--- src/rtl/fetch_pkg.sv ---
// Shared types and constants for the instruction-fetch stage.
package fetch_pkg;

  typedef enum logic [1:0] {BOOT, REQ, BUF} fetch_state_t;

  localparam int NOP_INSTR  = 0;
  localparam int PC8_OFFSET = 8;

endpackage

--- src/rtl/fetch_skid_buffer.sv ---
// One-entry holding register for a fetched word and its PC+8 while decode stalls.
module fetch_skid_buffer #(
  parameter int BITS = 32
) (
  input  logic            clk,
  input  logic            rst_n,
  input  logic            push,
  input  logic            pop,
  input  logic            clear,
  input  logic [BITS-1:0] instr_in,
  input  logic [BITS-1:0] pc8_in,
  output logic [BITS-1:0] instr,
  output logic [BITS-1:0] pc8,
  output logic            valid
);

  // Clear (redirect) beats push, push beats pop.
  always_ff @(posedge clk or negedge rst_n) begin
    if (!rst_n) begin
      instr <= '0;
      pc8   <= '0;
      valid <= 1'b0;
    end else if (clear) begin
      valid <= 1'b0;
    end else if (push) begin
      instr <= instr_in;
      pc8   <= pc8_in;
      valid <= 1'b1;
    end else if (pop) begin
      valid <= 1'b0;
    end
  end

endmodule

--- src/rtl/fetch_stage.sv ---
// Instruction-fetch stage with IF/ID pipeline register, redirect handling
// and a one-entry skid buffer for words fetched while decode is stalled.
module fetch_stage
  import fetch_pkg::*;
#(
  parameter int              BITS     = 32,
  parameter logic [BITS-1:0] RESET_PC = '0,
  parameter int              PC_INC   = 4
) (
  input  logic            clk,
  input  logic            rst_n,
  input  logic            StallF,
  input  logic            StallD,
  input  logic            FlushD,
  input  logic            BranchTakenE,
  input  logic [BITS-1:0] BranchTargetE,
  input  logic            PCSrcW,
  input  logic [BITS-1:0] ResultW,
  output logic            ImemReq,
  output logic [BITS-1:0] ImemAddr,
  input  logic [BITS-1:0] ImemRData,
  input  logic            ImemReady,
  output logic [BITS-1:0] InstrD,
  output logic [BITS-1:0] PCPlus8D,
  output logic            ValidD
);

  fetch_state_t    state;
  fetch_state_t    state_next;
  logic [BITS-1:0] pc;
  logic [BITS-1:0] pc_next;
  logic [BITS-1:0] redirect_pc;
  logic            redirect;
  logic            fire;
  logic            keep_word;
  logic            push;
  logic            pop;
  logic [BITS-1:0] buf_instr;
  logic [BITS-1:0] buf_pc8;
  logic            buf_valid;

  assign redirect    = BranchTakenE | PCSrcW;
  assign redirect_pc = BranchTakenE ? BranchTargetE : ResultW;
  assign fire        = ImemReq & ImemReady;
  assign keep_word   = fire & ~redirect;
  assign push        = keep_word & StallD;
  assign pop         = (state == BUF) & buf_valid & ~StallD & ~redirect;
  assign ImemAddr    = pc;

  always_ff @(posedge clk or negedge rst_n) begin
    if (!rst_n) begin
      state <= BOOT;
    end else begin
      state <= state_next;
    end
  end

  always_comb begin
    state_next = state;
    if (redirect) begin
      state_next = REQ;
    end else begin
      case (state)
        BOOT:    state_next = REQ;
        REQ:     if (push) state_next = BUF;
        BUF:     if (!StallD) state_next = REQ;
        default: state_next = BOOT;
      endcase
    end
  end

  always_comb begin
    ImemReq = (state == REQ) & ~StallF;
  end

  // A redirect wins over both StallF and any word firing this cycle.
  always_comb begin
    pc_next = pc;
    if (redirect) begin
      pc_next = redirect_pc;
    end else if (fire) begin
      pc_next = pc + BITS'(PC_INC);
    end
  end

  always_ff @(posedge clk or negedge rst_n) begin
    if (!rst_n) begin
      pc <= RESET_PC;
    end else begin
      pc <= pc_next;
    end
  end

  fetch_skid_buffer #(.BITS(BITS)) u_skid (
    .clk      (clk),
    .rst_n    (rst_n),
    .push     (push),
    .pop      (pop),
    .clear    (redirect),
    .instr_in (ImemRData),
    .pc8_in   (pc + BITS'(PC8_OFFSET)),
    .instr    (buf_instr),
    .pc8      (buf_pc8),
    .valid    (buf_valid)
  );

  // Flush beats stall; with nothing to load the register takes a bubble.
  always_ff @(posedge clk or negedge rst_n) begin
    if (!rst_n) begin
      InstrD   <= BITS'(NOP_INSTR);
      PCPlus8D <= '0;
      ValidD   <= 1'b0;
    end else if (FlushD) begin
      InstrD   <= BITS'(NOP_INSTR);
      PCPlus8D <= '0;
      ValidD   <= 1'b0;
    end else if (!StallD) begin
      if (keep_word) begin
        InstrD   <= ImemRData;
        PCPlus8D <= pc + BITS'(PC8_OFFSET);
        ValidD   <= 1'b1;
      end else if (pop) begin
        InstrD   <= buf_instr;
        PCPlus8D <= buf_pc8;
        ValidD   <= 1'b1;
      end else begin
        InstrD   <= BITS'(NOP_INSTR);
        PCPlus8D <= '0;
        ValidD   <= 1'b0;
      end
    end
  end

endmodule

--- config.mk ---
export PLATFORM = sky130hd
export DESIGN_NAME = fetch_stage
export DESIGN_NICKNAME = d
export VERILOG_FILES = /design/src/rtl/fetch_pkg.sv /design/src/rtl/fetch_skid_buffer.sv /design/src/rtl/fetch_stage.sv
export SDC_FILE = /design/constraint.sdc
export NUM_CORES = 1
export LEC_CHECK = 0
export BUFFER_PORTS_ARGS = -buffer_cell sky130_fd_sc_hd__buf_2
export CAP_MARGIN = 40
export CORE_ASPECT_RATIO = 0.5
export CORE_MARGIN = 4
export CORE_UTILIZATION = 54
export CTS_BUF_LIST = sky130_fd_sc_hd__clkbuf_4
export DETAILED_ROUTE_END_ITERATION = 12
export GPL_ROUTABILITY_DRIVEN = 0
export GPL_TIMING_DRIVEN = 0
export HOLD_SLACK_MARGIN = 0.05
export PLACE_DENSITY = 0.79
export SYNTH_ARGS = -nofsm -noshare
export SYNTH_HDL_FRONTEND = slang
export SYNTH_SLANG_ARGS = --single-unit
--- constraint.sdc ---
create_clock -name clk -period 4.56 [get_ports clk]
set_input_delay 0.684 -clock clk [delete_from_list [all_inputs] [get_ports clk]]
set_output_delay 0.684 -clock clk [all_outputs]
set_load 0.05 [all_outputs]
==> results_dict.tcl, run 1 <==
set metrics [dict create \
    synth_edf_count 0 \
    synth_top_area_frac 0.501 \
    dieArea_um2 17300 \
    start_util 0.559 \
    nets 1109 \
    place_hpwl_um 17000 \
    grt_pass1_wl_um 36100 \
    end_kind "flop" \
    port_buffers 200 \
    p_per_area_nw_per_um2 350 \
    first_pass_iters 5 \
    numClockSinks 164 \
    coreArea_um2 14700 \
    drtAntennaViolNets 0 \
    r2r-start "ImemAddr[4]$_DFFE_PN0P_" \
    p_leak_nw 4.47 \
    layout-drive-gt1-share 0.310 \
    syn_inst 783 \
    final_hold_viol_count 0 \
    yosysTopAreaCell "dfrtp_1" \
    startpoint "ImemAddr[4]$_DFFE_PN0P_" \
    cts_setup_buffers 0 \
    viasPerCell 5.82 \
    seqCellArea_um2 4100 \
    yosysUniqueCellTypes 55 \
    worst-setup-path-type "flop to flop" \
    syn_area_um2 8190 \
    grt_use_total 0.266 \
    max_freq_mhz 420 \
    netlist_top_cells_area "dfrtp_1, mux2_2, nor2b_1" \
    cts_tree "done" \
    die_w_um 182 \
    maxSlewViolCount 0 \
    clk_pin_slew_ns 0.15 \
    synth_common_cells "dfrtp_1, nand2_1, nor2b_1, nor3_1, o21ai_0" \
    crit_fanout 10 \
    setup_violations 0 \
    yosysWarnings 0 \
    worstPathRequired_ns 5.02 \
    placed_area_um2 9480 \
    slew_headroom 0.544 \
    hold_class "primary input to async pin" \
    vias 7071 \
    htreeDepth 4 \
    cts-root-buf "clkbuf_4" \
    clk_latency_ns 0.56 \
    outcome "completed" \
    arrival_ns 2.84 \
    numCtsBuffers 17 \
    stdcell_area_um2 9770 \
    wl_per_cell_um 18.7 \
    n_fill_cell 1244 \
    post-route-period-util 0.522 \
    hold_buffers 0 \
    tightest_slew_ns 0.682 \
    async_flop_share 1.00 \
    wirelength_um 22800 \
    yosysSeqAreaShare 0.501 \
    postCtsResizedCells 0 \
    die_y_um 95.1 \
    period_needed_ns 2.38 \
    dp.cells 1182 \
    avgSynthCellArea_um2 10.5 \
    max-clock-path-buffers 2 \
    grt_overflow 0 \
    drc_errors 0 \
    num_rows 31 \
    multi_input_area_um2 3640 \
    r2r_setup_slack_ns 2.18 \
    fin_skew_ns 0.0217 \
    critPathLaunchType "flop" \
    yosysMostFrequentCell "dfrtp_1" \
    stdcell_count 1214 \
    synth_fp_nets 889 \
    grt_antenna_before_repair 1 \
    peakVddDrop_mv 0.151 \
    io_pins 202 \
    grt_pass1_vias 6897 \
    ys.flop_type "dfrtp_1" \
    drv_cap 0 \
    grt_max_degree 88 \
    tns_ns 0 \
    dr.first_iter.drc_count 651 \
    holdWs_ns 0.0868 \
    syn_to_final_growth_pct 19.2 \
    rsz0062_at_grt "no" \
    ys_seq_elements 164 \
]
## through the flow
step	setup WS, ns	util	total power, mW
global placement	0.337	0.644	2.51
floorplan	2.05	-	2.29
CTS	2.26	0.666	3.42
detailed placement	1.92	0.646	2.55
finish	2.18	0.666	3.42
global route	2.02	0.666	3.58
## cell type report
cell class / count / share of cell area
Antenna cell: 1 / 0.000256
Buffer: 75 / 0.0447
Clock buffer: 18 / 0.0138
Tap cell: 198 / 0.0254
Inverter: 4 / 0.00154
Multi-Input combinational cell: 540 / 0.372
Clock inverter: 13 / 0.0154
Timing Repair Buffer: 201 / 0.106
Sequential cell: 164 / 0.420
## critical path, cell delays in order, from the launching register on
cell,delay (ns)
dfrtp_1,0.50
ha_1,0.29
and4_1,0.22
buf_4,0.16
and3_1,0.18
buf_4,0.17
a31oi_1,0.37
o21ai_1,0.13
a221oi_1,0.26
## cell usage in the layout (no fill, tap or decap), types with 22 or more instances in the layout
cell and count:
buf_2 214, xnor2_1 27, dfrtp_1 164, a21oi_1 36, nor3_1 52, o21ai_0 47, nor2b_1 52, mux2_2 38
a221oi_1 37, clkbuf_1 37, nand2_1 57, xor2_1 22
## power breakdown
part	total, mW	switching (mW)	internal (mW)
Combinational	0.759	0.483	0.276
Clock	0.898	0.558	0.339
Sequential	1.76	0.124	1.64
## worst paths after layout
path                                             to  cells past startpoint
max                        PCPlus8D[31]$_DFFE_PN0P_                      8
min                        ImemAddr[14]$_DFFE_PN0P_                      1
max reg2reg                PCPlus8D[31]$_DFFE_PN0P_                      8
min reg2reg                      ValidD$_DFFE_PN0P_                      2
max in group asynchronous   PCPlus8D[4]$_DFFE_PN0P_                      2
min in group clk            ImemAddr[1]$_DFFE_PN0P_                      3
## sequential cells by signal, indices dropped and copies added (netlist names)
name / cells
ImemAddr: 32
InstrD: 32
PCPlus8D: 32
state: 2
u_skid.pc8: 32
ValidD: 1
u_skid.valid: 1
u_skid.instr: 32
## cell families (layout without fill, tap and decap cells)
family	Yosys count	after routing	synth area share
AOI/OAI and AO/OA	192	192	0.155
adders and majority gates	2	2	0.00305
buffers and inverters	79	311	0.0551
and+or+nand+nor	252	252	0.173
other	0	1	0
xor gates and xnor gates	49	49	0.0524
muxes	45	45	0.0608
DFF	164	164	0.501
## per-layer routing
metal / routed length (µm) / part of all wire / vias up / global-route usage
met5: 0 / 0 / - / 0
met4: 212 / 0.0093 / 0 / 0.0662
met3: 1710 / 0.075 / 27 / 0.0499
met2: 10600 / 0.47 / 280 / 0.427
met1: 10200 / 0.45 / 3459 / 0.379
li1: - / - / 3305 / -
Note: power is estimated with default switching activity, not from simulation.
==> inputs of run 2 (changes only) <==
CORE_UTILIZATION = 50   (was 54)
PLACE_DENSITY = 0.77   (was 0.79)
clock period = 2.1 ns   (was 4.56 ns; I/O delays follow)
==> run 2 against run 1 <==
  * First-iteration DRC count fell by 4.8%
  * Critical path depth fell by 2
  * Sequential cell count did not move
  * Clock-buffer cell count did not move
  * Clock skew rose by 0.00084 ns
  * Register-to-register slack got worse by 2.1 ns
  * Utilization rose by 0.92 points
  * Design area rose by 8.8%
  * Via count rose by 5.7%
  * Wire length rose by 7.8%
  * Critical path type is now primary input to flop
  * Largest cell class unchanged
  * Largest power group unchanged
==> results_dict.tcl, run 2 (synthesized netlist as in run 1, its figures left out) <==
set metrics [dict create \
    outcome "completed" \
    wl_per_cell_um 18.6 \
    dr.first_iter.drc_count 620 \
    slew_headroom 0.518 \
    setup_violations 0 \
    grt_max_degree 93 \
    syn_to_final_growth_pct 29.7 \
    clk_pin_slew_ns 0.15 \
    clk_latency_ns 0.56 \
    p_per_area_nw_per_um2 697 \
    cts_tree "done" \
    period_needed_ns 2.09 \
    crit_fanout 10 \
    die_y_um 98.5 \
    r2r_setup_slack_ns 0.03 \
    htreeDepth 4 \
    nets 1187 \
    fin_ws_ns 0.0134 \
    vias 7475 \
    final_hold_viol_count 0 \
    cts-root-buf "clkbuf_4" \
    grt_overflow 0 \
    cp_cell_sequence "buf_2, clkbuf_1, clkbuf_1, clkbuf_1, o21ai_0, dlygate4sd3_1" \
    most-common-layout-cells "buf_2, dfrtp_1, dlygate4sd3_1, nand2_1, nor2b_1" \
    port_buffers 200 \
    layout-drive-gt1-share 0.318 \
    hold_class "primary input to flop" \
    pre_cts_slack_ns -0.182 \
    total_power_mw 7.41 \
    num_rows 32 \
    p_leak_nw 4.81 \
    drtAntennaViolNets 0 \
    fin_skew_ns 0.0225 \
    worst-setup-path-type "primary input to flop" \
    grt_pass1_vias 7451 \
    grt_use_total 0.260 \
    coreArea_um2 15700 \
    p_sw_frac 0.353 \
    p_clk_frac 0.238 \
    post-route-period-util 0.994 \
    critPathLaunchType "primary input" \
    dieArea_um2 18600 \
    viasPerCell 5.68 \
    maxSlewViolCount 0 \
    power.share.sequential 0.518 \
    arrival_ns 2.54 \
    tightest_slew_ns 0.720 \
    path_buf_inv 5 \
    die_w_um 189 \
    slowest_stage "dlygate4sd3_1" \
    grt_pass1_wl_um 38800 \
    max_stage_delay_ns 0.60 \
    internal_power_mw 4.79 \
    end_kind "flop" \
    drc_errors 0 \
    io_pins 202 \
    comb_power_share 0.244 \
    worstPathRequired_ns 2.56 \
    max_freq_mhz 479 \
    numCtsBuffers 17 \
    numClockSinks 164 \
    final_common_cell "buf_2" \
    peakVddDrop_mv 0.317 \
    first_pass_iters 5 \
    wirelength_um 24500 \
    start_util 0.521 \
    crit_family "buffers and inverters" \
    place_hpwl_um 17300 \
    max-clock-path-buffers 2 \
    switchingPower_mw 2.62 \
    grt_antenna_before_repair 1 \
    path_common_cell "clkbuf_1" \
    tns_ns 0 \
    drv_cap 0 \
]
## run 2: changes by cell type in the layout (fill, tap and decap cells not counted), sizes merged
cell	change
dlygate4sd3	+72
clkinv	+6
bufinv	-2
clkinvlp	-3
buf	+7
clkbuf	-1
## run 2: tightest hold or removal path, delay by kind of cell
family                 cells  cell delay (ns)
buffers and inverters      1             0.07
AO/OA/AOI/OAI              2             0.20
## run 2: per-stage QoR
| stage | hold WS, ns | cells | cell area, µm² | utilization |
|---|---|---|---|---|
| 6_report | 0.0653 | 1316 | 10600 | 0.675 |
| 5_1_grt | 0.0697 | 1315 | 10600 | 0.675 |
| 4_1_cts | 0.0574 | 1311 | 10500 | 0.670 |
| 3_5_place_dp | 0.382 | 1205 | 9540 | 0.606 |
| 3_3_place_gp | 0.457 | 1204 | 9500 | 0.604 |
| 2_1_floorplan | 0.0194 | 783 | 8220 | - |
## run 2: worst paths after layout
kind,from,end,cells past startpoint
hold reg to reg,ValidD$_DFFE_PN0P_,ValidD$_DFFE_PN0P_,2
hold / removal,ResultW[17],ImemAddr[17]$_DFFE_PN0P_,3
min in group asynchronous,rst_n,ImemAddr[10]$_DFFE_PN0P_,2
max in group asynchronous,rst_n,PCPlus8D[13]$_DFFE_PN0P_,3
setup reg to reg,state[1]$_DFFE_PN0P_,ImemAddr[2]$_DFFE_PN0P_,7
setup / recovery,BranchTakenE,ImemAddr[2]$_DFFE_PN0P_,6
## run 2: power groups by stage
stage | registers, mW | logic, mW | clock network [mW]
4_1_cts | 3.83 | 1.79 | 1.79
3_5_place_dp | 3.89 | 1.67 | 0
6_report | 3.84 | 1.80 | 1.76
5_1_grt | 3.89 | 1.94 | 1.94
2_1_floorplan | 4.18 | 0.801 | 0
3_3_place_gp | 3.86 | 1.61 | 0
## run 2: area by class of cell
class / instances / area, µm²
timing repair buffer: 280 / 1810
fill: 1270 / 5110
antenna: 1 / 2.50
inverter: 4 / 15.0
clock buffer: 18 / 135
clock inverter: 14 / 120
tap: 221 / 277
sequential: 164 / 4120
buffer: 74 / 458
multi-input combinational: 540 / 3690
## run 2: per-layer routing
layer / part of all wire / up-vias / GRT usage
met4: 0.021 / 0 / 0.0772
met5: 0 / - / 0
met1: 0.43 / 3635 / 0.355
met3: 0.082 / 56 / 0.0517
li1: - / 3454 / -
met2: 0.47 / 330 / 0.424
## run 2: repair_timing
| item | CTS | global route |
|---|---|---|
| setup buffers | 2 | 5 |
| endpoints found under the hold margin | 157 | 0 |
| hold buffers | 72 | 0 |
| resized for setup | 3 | 23 |
| endpoints found under the setup margin | 7 | 56 |
| pin swaps | 0 | 6 |
==> inputs of run 3 (changes only) <==
CORE_UTILIZATION = 23   (was 50)
GPL_ROUTABILITY_DRIVEN = unset   (was 0)
PLACE_DENSITY = 0.4   (was 0.77)
==> run 3 against run 2 <==
  * Clock power increased by 5%
  * Sequential cell count did not move
  * Sequential power about the same
  * Via count decreased by 2.5%
  * Clock-buffer cell count unchanged
  * Worst hold slack gained 0.056 ns
  * Clock skew hardly changed
  * Design area rose by 6.0%
  * Global-route usage decreased by 10 points
  * Critical path depth increased by 3
  * Fmax grew 1.8%
  * Worst setup slack better by 0.036 ns
  * Critical path type is now flop to flop
  * Highest routed layer unchanged
==> results_dict.tcl, run 3 (synthesized netlist as in run 1, its figures left out) <==
set metrics [dict create \
    cts-root-buf "clkbuf_4" \
    most-common-layout-cells "buf_2, dfrtp_1, dlygate4sd3_1, nand2_1, nor2b_1" \
    p_leak_nw 4.91 \
    top_layer "met4" \
    max-clock-path-buffers 2 \
    period_needed_ns 2.05 \
    port_buffers 200 \
    numCtsBuffers 17 \
    rsz0062_at_grt "yes" \
    syn_to_final_growth_pct 37.5 \
    end_kind "flop" \
    maxSlewViolCount 0 \
    place_hpwl_um 22100 \
    layout-drive-gt1-share 0.324 \
    io_pins 202 \
    fin_util 0.324 \
    p_per_area_nw_per_um2 671 \
    total_power_mw 7.56 \
    dr.first_iter.drc_count 312 \
    final_common_cell "buf_2" \
    htreeDepth 4 \
    coreArea_um2 34800 \
    holdWs_ns 0.121 \
    wirelength_um 29900 \
    wl_per_cell_um 18.8 \
    max_freq_mhz 488 \
    gp_congestion 0.764 \
    nets 1209 \
    r2r-start "ImemAddr[3]$_DFFE_PN0P_" \
    wl_met3_um 924 \
    clk_latency_ns 0.61 \
    peakVddDrop_mv 0.241 \
    grt_max_degree 103 \
    vias 7291 \
    viasPerCell 4.58 \
    grt_pass1_vias 7630 \
    tightest_slew_ns 0.701 \
    crit_fanout 8 \
    dieArea_um2 38900 \
    hold_class "primary input to flop" \
    start_util 0.236 \
    die_w_um 275 \
    post-route-period-util 0.976 \
    drc_errors 0 \
    grt_pass1_wl_um 46000 \
    fin_skew_ns 0.0222 \
    num_rows 48 \
    arrival_ns 2.54 \
    hold_path_startpoint "ResultW[4]" \
    grt_overflow 0 \
    grt_use_total 0.156 \
    met2WireLength_um 15400 \
    clk_pin_slew_ns 0.15 \
    worstPathRequired_ns 2.59 \
    critPathLaunchType "flop" \
    met1Wirelength_um 13200 \
    grt_antenna_before_repair 1 \
    worst-setup-path-type "flop to flop" \
    outcome "completed" \
    drv_cap 0 \
    setup_violations 0 \
    first_pass_iters 5 \
    cts_tree "done" \
    drtAntennaViolNets 0 \
    numClockSinks 164 \
    final_hold_viol_count 0 \
    die_y_um 141 \
    slew_headroom 0.531 \
    startpoint "ImemAddr[3]$_DFFE_PN0P_" \
]
## run 3: changes by cell type in the layout (fill, tap and decap cells not counted), sizes merged
cell	change
dlygate4sd3	+23
buf	-2
bufinv	+1
clkinv	-2
clkinvlp	+6
inv	-6
clkbuf	+1
## run 3: what timing repair did
| item | 4_1_cts | 5_1_grt |
|---|---|---|
| pin swaps | 2 | 3 |
| endpoints found under the hold margin | 158 | 0 |
| resized for setup | 13 | 34 |
| gates cloned | 0 | 1 |
| setup endpoints to repair | 53 | 78 |
| hold buffers | 95 | 0 |
| setup buffers | 5 | 0 |
## run 3: path summary, 6_finish.rpt
path / end / slack (ns) / cells past startpoint
max in group asynchronous: u_skid.instr[12]$_DFFE_PN0P_ / 0.95 / 3
setup reg to reg: PCPlus8D[29]$_DFFE_PN0P_ / 0.05 / 9
min in group asynchronous: ImemAddr[11]$_DFFE_PN0P_ / 0.22 / 2
hold / removal: ImemAddr[4]$_DFFE_PN0P_ / 0.12 / 5
setup / recovery: PCPlus8D[29]$_DFFE_PN0P_ / 0.05 / 9
hold reg to reg: ValidD$_DFFE_PN0P_ / 0.50 / 2
## run 3: through the flow
stage	std cells	area [µm²]	TNS [ns]	worst slack, ns
after detailed placement	1459	9850	-19.49	-0.334
after CTS	1590	11100	0	0.00447
after floorplan	783	8220	-0.0172	-0.0172
after global placement	1458	9820	-359.23	-2.38
final	1591	11300	0	0.0495
after global routing	1591	11300	-0.0222	-0.00797
## run 3: final cells by class
type                       count  area, µm²
fill                        3637      23500
sequential                   164       4120
buffer                        74        475
tap                          475        594
multi-input combinational    540       3770
antenna                        1       2.50
timing repair buffer         302       2030
clock inverter                13        114
clock buffer                  18        135
inverter                       4       15.0
## run 3: metal layers
metal,track usage,vias up
li1,-,3503
met1,0.198,3668
met2,0.274,100
met3,0.0351,20
met4,0.0315,0
met5,0,-
## run 3: power by group
group / total (mW) / switching [mW] / internal [mW]
logic: 1.88 / 1.13 / 0.754
clock network: 1.84 / 1.25 / 0.584
registers: 3.84 / 0.278 / 3.56
total: 7.56 / 2.66 / 4.90
## run 3: critical path, stage by stage, from the launching register on
cell and delay [ns]:
dfrtp_2 0.44, ha_4 0.18, and4_1 0.22, buf_6 0.14, and3_4 0.20, buf_6 0.12, nand4_1 0.16, buf_4 0.21
xor2_4 0.17, o22ai_1 0.10
